[config.mk]
export PLATFORM = sky130hd
export DESIGN_NAME = generate_last_split
export DESIGN_NICKNAME = d
export VERILOG_FILES = /design/src/rtl/generate_last_split.sv
export SDC_FILE = /design/constraint.sdc
export NUM_CORES = 1
export LEC_CHECK = 0
export CAP_MARGIN = 15
export CORE_UTILIZATION = 25
export DETAILED_ROUTE_END_ITERATION = 10
export HOLD_SLACK_MARGIN = 0.06
export PLACE_DENSITY = 0.82
export SYNTH_ARGS = -nofsm -noshare
export SYNTH_HDL_FRONTEND = slang
export SYNTH_SLANG_ARGS = --single-unit
[constraint.sdc]
create_clock -name clk -period 2.4 [get_ports clk]
set_input_delay 0.48 -clock clk [delete_from_list [all_inputs] [get_ports clk]]
set_output_delay 0.48 -clock clk [all_outputs]
set_load 0.05 [all_outputs]
[src/rtl/generate_last_split.sv]
// Merges a burst-length stream with a data-beat stream and tags each beat with last.
// Optional sub-burst splitting forces last every MaxBurstLen beats inside a burst.
module generate_last_split #(
    parameter int DataWidth     = 64,
    parameter int BurstLenWidth = 8,
    parameter int MaxBurstLen   = 0
) (
    input  logic                     clk,
    input  logic                     rst,
    input  logic [BurstLenWidth-1:0] burst_len_dout,
    input  logic                     burst_len_empty_n,
    output logic                     burst_len_read,
    input  logic [DataWidth-1:0]     data_dout,
    input  logic                     data_empty_n,
    output logic                     data_read,
    output logic [DataWidth:0]       out_din,
    input  logic                     out_full_n,
    output logic                     out_write,
    output logic                     busy
);

    localparam int ChunkWidth = $clog2(MaxBurstLen) + 1;
    localparam logic [ChunkWidth-1:0] ChunkMax =
        ChunkWidth'((MaxBurstLen > 0) ? (MaxBurstLen - 1) : 0);

    logic                     busy_q, busy_d;
    logic [BurstLenWidth-1:0] remaining_q, remaining_d;
    logic [ChunkWidth-1:0]    chunk_q, chunk_d;

    logic                     fire;
    logic                     last;
    logic                     split_hit;
    logic [BurstLenWidth-1:0] cur;
    logic [ChunkWidth-1:0]    chunk_cur;

    always_comb begin
        // Reset gates fire so no FIFO is popped or pushed while rst is held.
        fire      = data_empty_n & out_full_n & (busy_q | burst_len_empty_n) & ~rst;
        cur       = busy_q ? (remaining_q - 1'b1) : burst_len_dout;
        chunk_cur = busy_q ? chunk_q : '0;
        split_hit = (MaxBurstLen != 0) && (chunk_cur == ChunkMax);
        last      = (cur == '0) | split_hit;

        busy_d      = busy_q;
        remaining_d = remaining_q;
        chunk_d     = chunk_q;
        if (fire) begin
            remaining_d = cur;
            busy_d      = (cur != '0);
            chunk_d     = last ? '0 : (chunk_cur + 1'b1);
        end

        burst_len_read = fire & ~busy_q;
        data_read      = fire;
        out_write      = fire;
        out_din        = {last, data_dout};
        busy           = busy_q;
    end

    always_ff @(posedge clk) begin
        if (rst) begin
            busy_q      <= 1'b0;
            remaining_q <= '0;
            chunk_q     <= '0;
        end else begin
            busy_q      <= busy_d;
            remaining_q <= remaining_d;
            chunk_q     <= chunk_d;
        end
    end

endmodule

==> results_dict.tcl, run 1 <==
set metrics [dict create \
    outcome "completed" \
    dieWidth_um 67.1 \
    num-nets-final 186 \
    antenna-diode-count 0 \
    ys.flop_type "dfxtp_1" \
    clock-root-buffer "clkbuf_8" \
    layout.core_utilization_pct 26.4 \
    timing.critical_path.to_type "primary output" \
    fmax_mhz 427 \
    routed_wire_length_per_instance_um 13.6 \
    dr.pass1.iters 5 \
    io-pin-count 146 \
    grt_util_all_layers_pct 9.48 \
    power.clock.fraction_pct 35.2 \
    antenna_found_initial 0 \
    timing.max_slew.rel_slack_pct 67.4 \
    syn-num-nets 219 \
    postSynthRegisterBits 9 \
    synth.cell_area_um2 1060 \
    grt.overflow.total 0 \
    std_cell_rows 23 \
    via_count 742 \
    place.port_buffers 17 \
    syn_to_final_growth_pct 0.354 \
    place.detailed.hpwl_um 1440 \
    layout_worst_path_cycle_share_pct 97.5 \
    worst-endpoint-arrival_ns 1.86 \
    start_kind "flop" \
    cp.required_ns 1.92 \
    tightest_slew_ns 0.487 \
    routed_wl_um 2140 \
    detail_route.drc_violations 0 \
    via_count_of_the_first_global_routing_pass 722 \
    power.ir.vdd_worst_uv 147 \
    power_per_cell_area_nw_per_um2 481 \
    dpl_worst_slack_ns 0.0574 \
    syn-mean-instance-area_um2 7.52 \
    power.static_leakage_nw 0.437 \
    clk_latency_ns 0.24 \
    finalWeightedCongestion 0.748 \
    clock_skews_ns 0.00155 \
    synth.lib_cells_used.distinct 30 \
    cts_tree "yes" \
    report.final.hold_viol_count 0 \
    ys.warnings.count 0 \
    floorplan.core_area_um2 4030 \
    grt_max_degree 18 \
    maxCapViolCount 0 \
    numClockSinks 9 \
    slew_viol_final 0 \
    min_period_ns 2.34 \
    timing.final.setup_violations 0 \
    die_y_um 67.1 \
    intPower_uw 357 \
    regToRegSetupSlack_ns 0.57 \
    grt_first_pass_wirelength_um 3110 \
    synth_edf_count 0 \
    count_of_filler_cells_inserted_in_the_layout 427 \
    worst_slack_ns 0.0598 \
    seq_area_frac_synth_pct 17.0 \
    final_ant_viol_nets 0 \
    tritoncts.num_buffers 3 \
    pwr-share-comb_pct 30.7 \
    hp-class "flop to flop" \
    final_common_cell "buf_4" \
    layout-drive-gt1-share_pct 38.3 \
    initial_utilization_pct 26.3 \
    dr.first_iter.drc_count 36 \
    fraction_of_power_consumed_by_sequential_logic_pct 34.1 \
    worst_path_maximum_fanout 3 \
    crit_type "flop to primary output" \
    netSwitchingPower_uw 154 \
    asr_flop_ratio_synth_pct 0 \
    clock_pin_slew_reported_for_the_worst_setup_and_hold_paths_after_clock_tree_synthesis_ns 0.05 \
    grt_setup_unrepaired "true" \
    design.die.area_um2 4510 \
    clock_path_buffers 2 \
    power.share.switching_pct 30.2 \
    cts_htree_levels 1 \
    netlist_instances 141 \
    drt-vias-per-instance 4.73 \
    layout_common_cells "14 x buf_4, 13 x clkdlybuf4s50_1, 8 x nor2_1, 8 x nand2_1, 5 x o21ai_0" \
]
## per-stage QoR
stage	instance area [µm²]	TNS [ns]	power, mW	instances	hold WS, ns
after detailed placement	872	0	0.296	145	0.497
after global placement	872	0	0.293	145	0.482
after global routing	1060	-0.0239	0.537	157	0.558
after CTS	1020	0	0.499	156	0.513
after floorplan	1060	0	0.532	141	0.460
final	1060	0	0.512	157	0.533
## flip-flops by register name, indices dropped and copies added (netlist names)
signal / count
busy: 1
remaining_q: 8
## cell type report
type	count	area, µm²	share of cell area [%]
well taps	50	62.6	5.88
multi-input cells	58	427	40.1
clock buffers	3	41.3	3.88
flip-flops and latches	9	193	18.1
clock inverters	1	5.00	0.470
repair buffers	31	315	29.6
inverters	5	21.3	2.00
## cells by family after synthesis
group	Yosys count	synth area share [%]
AOI/OAI and AO/OA	19	12.6
muxes	2	1.89
xor gates and xnor gates	3	2.48
and+or+nand+nor	33	15.0
buffers and inverters	74	49.9
adders and majority gates	1	1.18
DFF	9	17.0
## routing by layer
layer | part of all wire [%] | up-vias | track usage (%)
met5 | 0 | - | 0
met4 | 7.2 | 0 | 12.2
met3 | 10 | 26 | 2.53
met2 | 47 | 42 | 16.0
met1 | 35 | 341 | 8.09
li1 | - | 333 | -
## synth_stat cells, types with 2 or more instances
cell type   n  share of area [%]
a211oi_1    2                1.4
a21oi_1     2               0.94
a31oi_1     2                1.2
buf_4      66                 47
clkbuf_1    2               0.71
dfxtp_1     9                 17
inv_1       5                1.8
mux2i_1     2                1.9
nand2_1     8                2.8
nand2b_1    2                1.2
nand3_1     5                2.4
nor2_1      9                3.2
nor3_1      3                1.4
o21ai_0     5                2.4
or3_1       3                1.8
xor2_1      2                1.7
## power by group through the flow
| stage | clock (mW) | combinational, mW | sequential, mW |
|---|---|---|---|
| after floorplan | 0 | 0.359 | 0.173 |
| after global placement | 0 | 0.119 | 0.174 |
| after detailed placement | 0 | 0.121 | 0.175 |
| after CTS | 0.182 | 0.145 | 0.172 |
| after global routing | 0.191 | 0.169 | 0.176 |
| final | 0.180 | 0.157 | 0.175 |
## critical path: stages, from the launching register on
cell	delay [ns]
dfxtp_4	0.34
or3_1	0.37
or3_1	0.31
a31o_1	0.24
o211ai_2	0.11
nor3_4	0.09
buf_12	0.16
## final timing paths
kind                     to  cells past startpoint            from
max             out_din[64]                      6  remaining_q[3]
max reg2reg            busy                      6  remaining_q[3]
min          remaining_q[6]                      2  remaining_q[6]
min reg2reg  remaining_q[6]                      2  remaining_q[6]
## repair_timing
item,in CTS,in global routing
hold buffers,0,0
buffers inserted,8,1
hold endpoints to repair,0,0
pin swaps,6,2
gates resized for setup,14,8
endpoints found under the setup margin,1,1
(Power assumes the default switching activity.)
==> run 2: changes to the inputs <==
- CORE_MARGIN: unset -> 10
==> results_dict.tcl, run 2 (synthesis gave the netlist of run 1 again) <==
set metrics [dict create \
    tightest_slew_ns 0.496 \
    std_cell_rows 23 \
    slew_viol_final 0 \
    die_y_um 85.1 \
    fin_area_um2 1040 \
    clock_path_buffers 2 \
    layout-drive-gt1-share_pct 35.8 \
    design.die.area_um2 7250 \
    layout_worst_path_cycle_share_pct 97.3 \
    detail_route.drc_violations 0 \
    routed_wl_um 2030 \
    grt_setup_unrepaired "false" \
    setup-tns-final_ns 0 \
    power.static_leakage_nw 0.421 \
    clock-root-buffer "clkbuf_8" \
    power_per_cell_area_nw_per_um2 481 \
    antenna-diode-count 0 \
    io-pin-count 146 \
    grt_max_degree 18 \
    start_kind "flop" \
    finalWeightedCongestion 0.726 \
    placed_area_um2 872 \
    holdPathStages 2 \
    num-nets-final 185 \
    maxCapViolCount 0 \
    dpl_worst_slack_ns 0.0191 \
    tritoncts.num_buffers 3 \
    largest_reg_flops 8 \
    initial_utilization_pct 26.1 \
    clk_latency_ns 0.23 \
    outcome "completed" \
    grt_util_all_layers_pct 5.28 \
    grt_first_pass_wirelength_um 3100 \
    timing.max_slew.rel_slack_pct 66.9 \
    max_flop_register "remaining_q" \
    crit_path_max_incr_delay_ns 0.38 \
    worst_slack_ns 0.0645 \
    hold_crit_endpoint "remaining_q[7]" \
    layout.core_utilization_pct 25.6 \
    layout_common_cells "13 x clkdlybuf4s50_1, 13 x buf_4, 8 x nor2_1, 8 x nand2_1" \
    cts_tree "yes" \
    place.detailed.hpwl_um 1550 \
    dr.pass1.iters 4 \
    source_of_the_worst_hold_timing_path "remaining_q[7]" \
    hp-class "flop to flop" \
    worst_path_maximum_fanout 3 \
    worst-endpoint-arrival_ns 1.86 \
    syn_to_final_growth_pct -2.12 \
    final_ant_viol_nets 0 \
    timing.critical_path.to_type "primary output" \
    dr.first_iter.drc_count 67 \
    clock_pin_slew_reported_for_the_worst_setup_and_hold_paths_after_clock_tree_synthesis_ns 0.05 \
    timing.final.setup_violations 0 \
    cp_num_buf_inv 1 \
    drt-vias-per-instance 4.30 \
    critical-path-top-delay-family "simple AND/OR/NAND/NOR gates" \
    crit-reg2reg-capture "busy" \
    via_count_of_the_first_global_routing_pass 651 \
    report.final.hold_viol_count 0 \
    cell_with_the_largest_stage_delay_on_the_worst_path "or3_4" \
    regToRegSetupSlack_ns 0.58 \
    clock_skews_ns 0.00144 \
    worst_r2r_path_depth 6 \
    cp.required_ns 1.92 \
    count_of_filler_cells_inserted_in_the_layout 415 \
    cts_htree_levels 1 \
    dieWidth_um 85.1 \
    power.ir.vdd_worst_uv 149 \
    numClockSinks 9 \
    fmax_mhz 428 \
    via_count 671 \
    critical_path.reg2reg.startpoint "remaining_q[5]" \
    floorplan.core_area_um2 4060 \
    crit_type "flop to primary output" \
    timing.critical_path.cells "or3_4 -> or3_1 -> a31o_1 -> o211ai_2 -> nor3_4 -> buf_12" \
    grt.overflow.total 0 \
    min_period_ns 2.34 \
    place.port_buffers 17 \
    antenna_found_initial 0 \
    routed_wire_length_per_instance_um 13.0 \
]
run 2: cell count changes in the layout (fill, tap and decap cells not counted), sizes merged:
| cell | delta |
|---|---|
| clkinv | -1 |
| buf | -1 |
| clkbuf | +1 |
run 2: what timing repair did:
item / 4_1_cts / 5_1_grt
buffers inserted: 6 / 2
pin swaps: 6 / 4
gates resized for setup: 12 / 7
hold buffers: 0 / 0
setup endpoints to repair: 1 / 1
run 2: worst register-to-register path, cell delays in order, from the launching register on:
cell and delay [ns]:
dfxtp_2 0.33, or3_4 0.38, o21ai_2 0.13, a31o_1 0.19
o211ai_2 0.12, buf_4 0.15, o41a_1 0.38
run 2: metal layers:
metal  track usage [%]  vias to the layer above  wire length [µm]
met5                 0                        -                 0
met4              5.24                        0               112
met3              4.40                       18               324
met2              7.29                       34               860
met1              4.62                      285               736
li1                  -                      334                 -
run 2: worst max path at each step:
stage	startpoint	to	cells after the start
global route	remaining_q[4]	out_din[64]	6
finish	remaining_q[5]	out_din[64]	6
detailed placement	burst_len_dout[7]	out_din[64]	6
floorplan	busy	out_write	5
CTS	remaining_q[4]	out_din[64]	6
global placement	burst_len_dout[0]	out_din[64]	8
run 2: area by class of cell:
| type | instances | area, µm² | area share (%) |
|---|---|---|---|
| repair buffers | 30 | 308 | 29.6 |
| well taps | 50 | 62.6 | 6.02 |
| multi-input cells | 58 | 410 | 39.5 |
| inverters | 5 | 21.3 | 2.05 |
| clock buffers | 4 | 45.0 | 4.34 |
| flip-flops and latches | 9 | 191 | 18.4 |
run 2: through the flow:
| stage | total power [mW] | cells | hold WS [ns] |
|---|---|---|---|
| after CTS | 0.493 | 154 | 0.493 |
| after detailed placement | 0.295 | 145 | 0.485 |
| after floorplan | 0.532 | 141 | 0.460 |
| after global placement | 0.293 | 145 | 0.484 |
| final | 0.499 | 156 | 0.494 |
| after global routing | 0.522 | 156 | 0.510 |
run 2: power breakdown:
part	internal [mW]	total [mW]	switching (mW)	leakage (nW)
clock	0.116	0.178	0.0625	0.0228
sequential	0.158	0.172	0.0140	0.0762
combinational	0.0821	0.149	0.0665	0.322
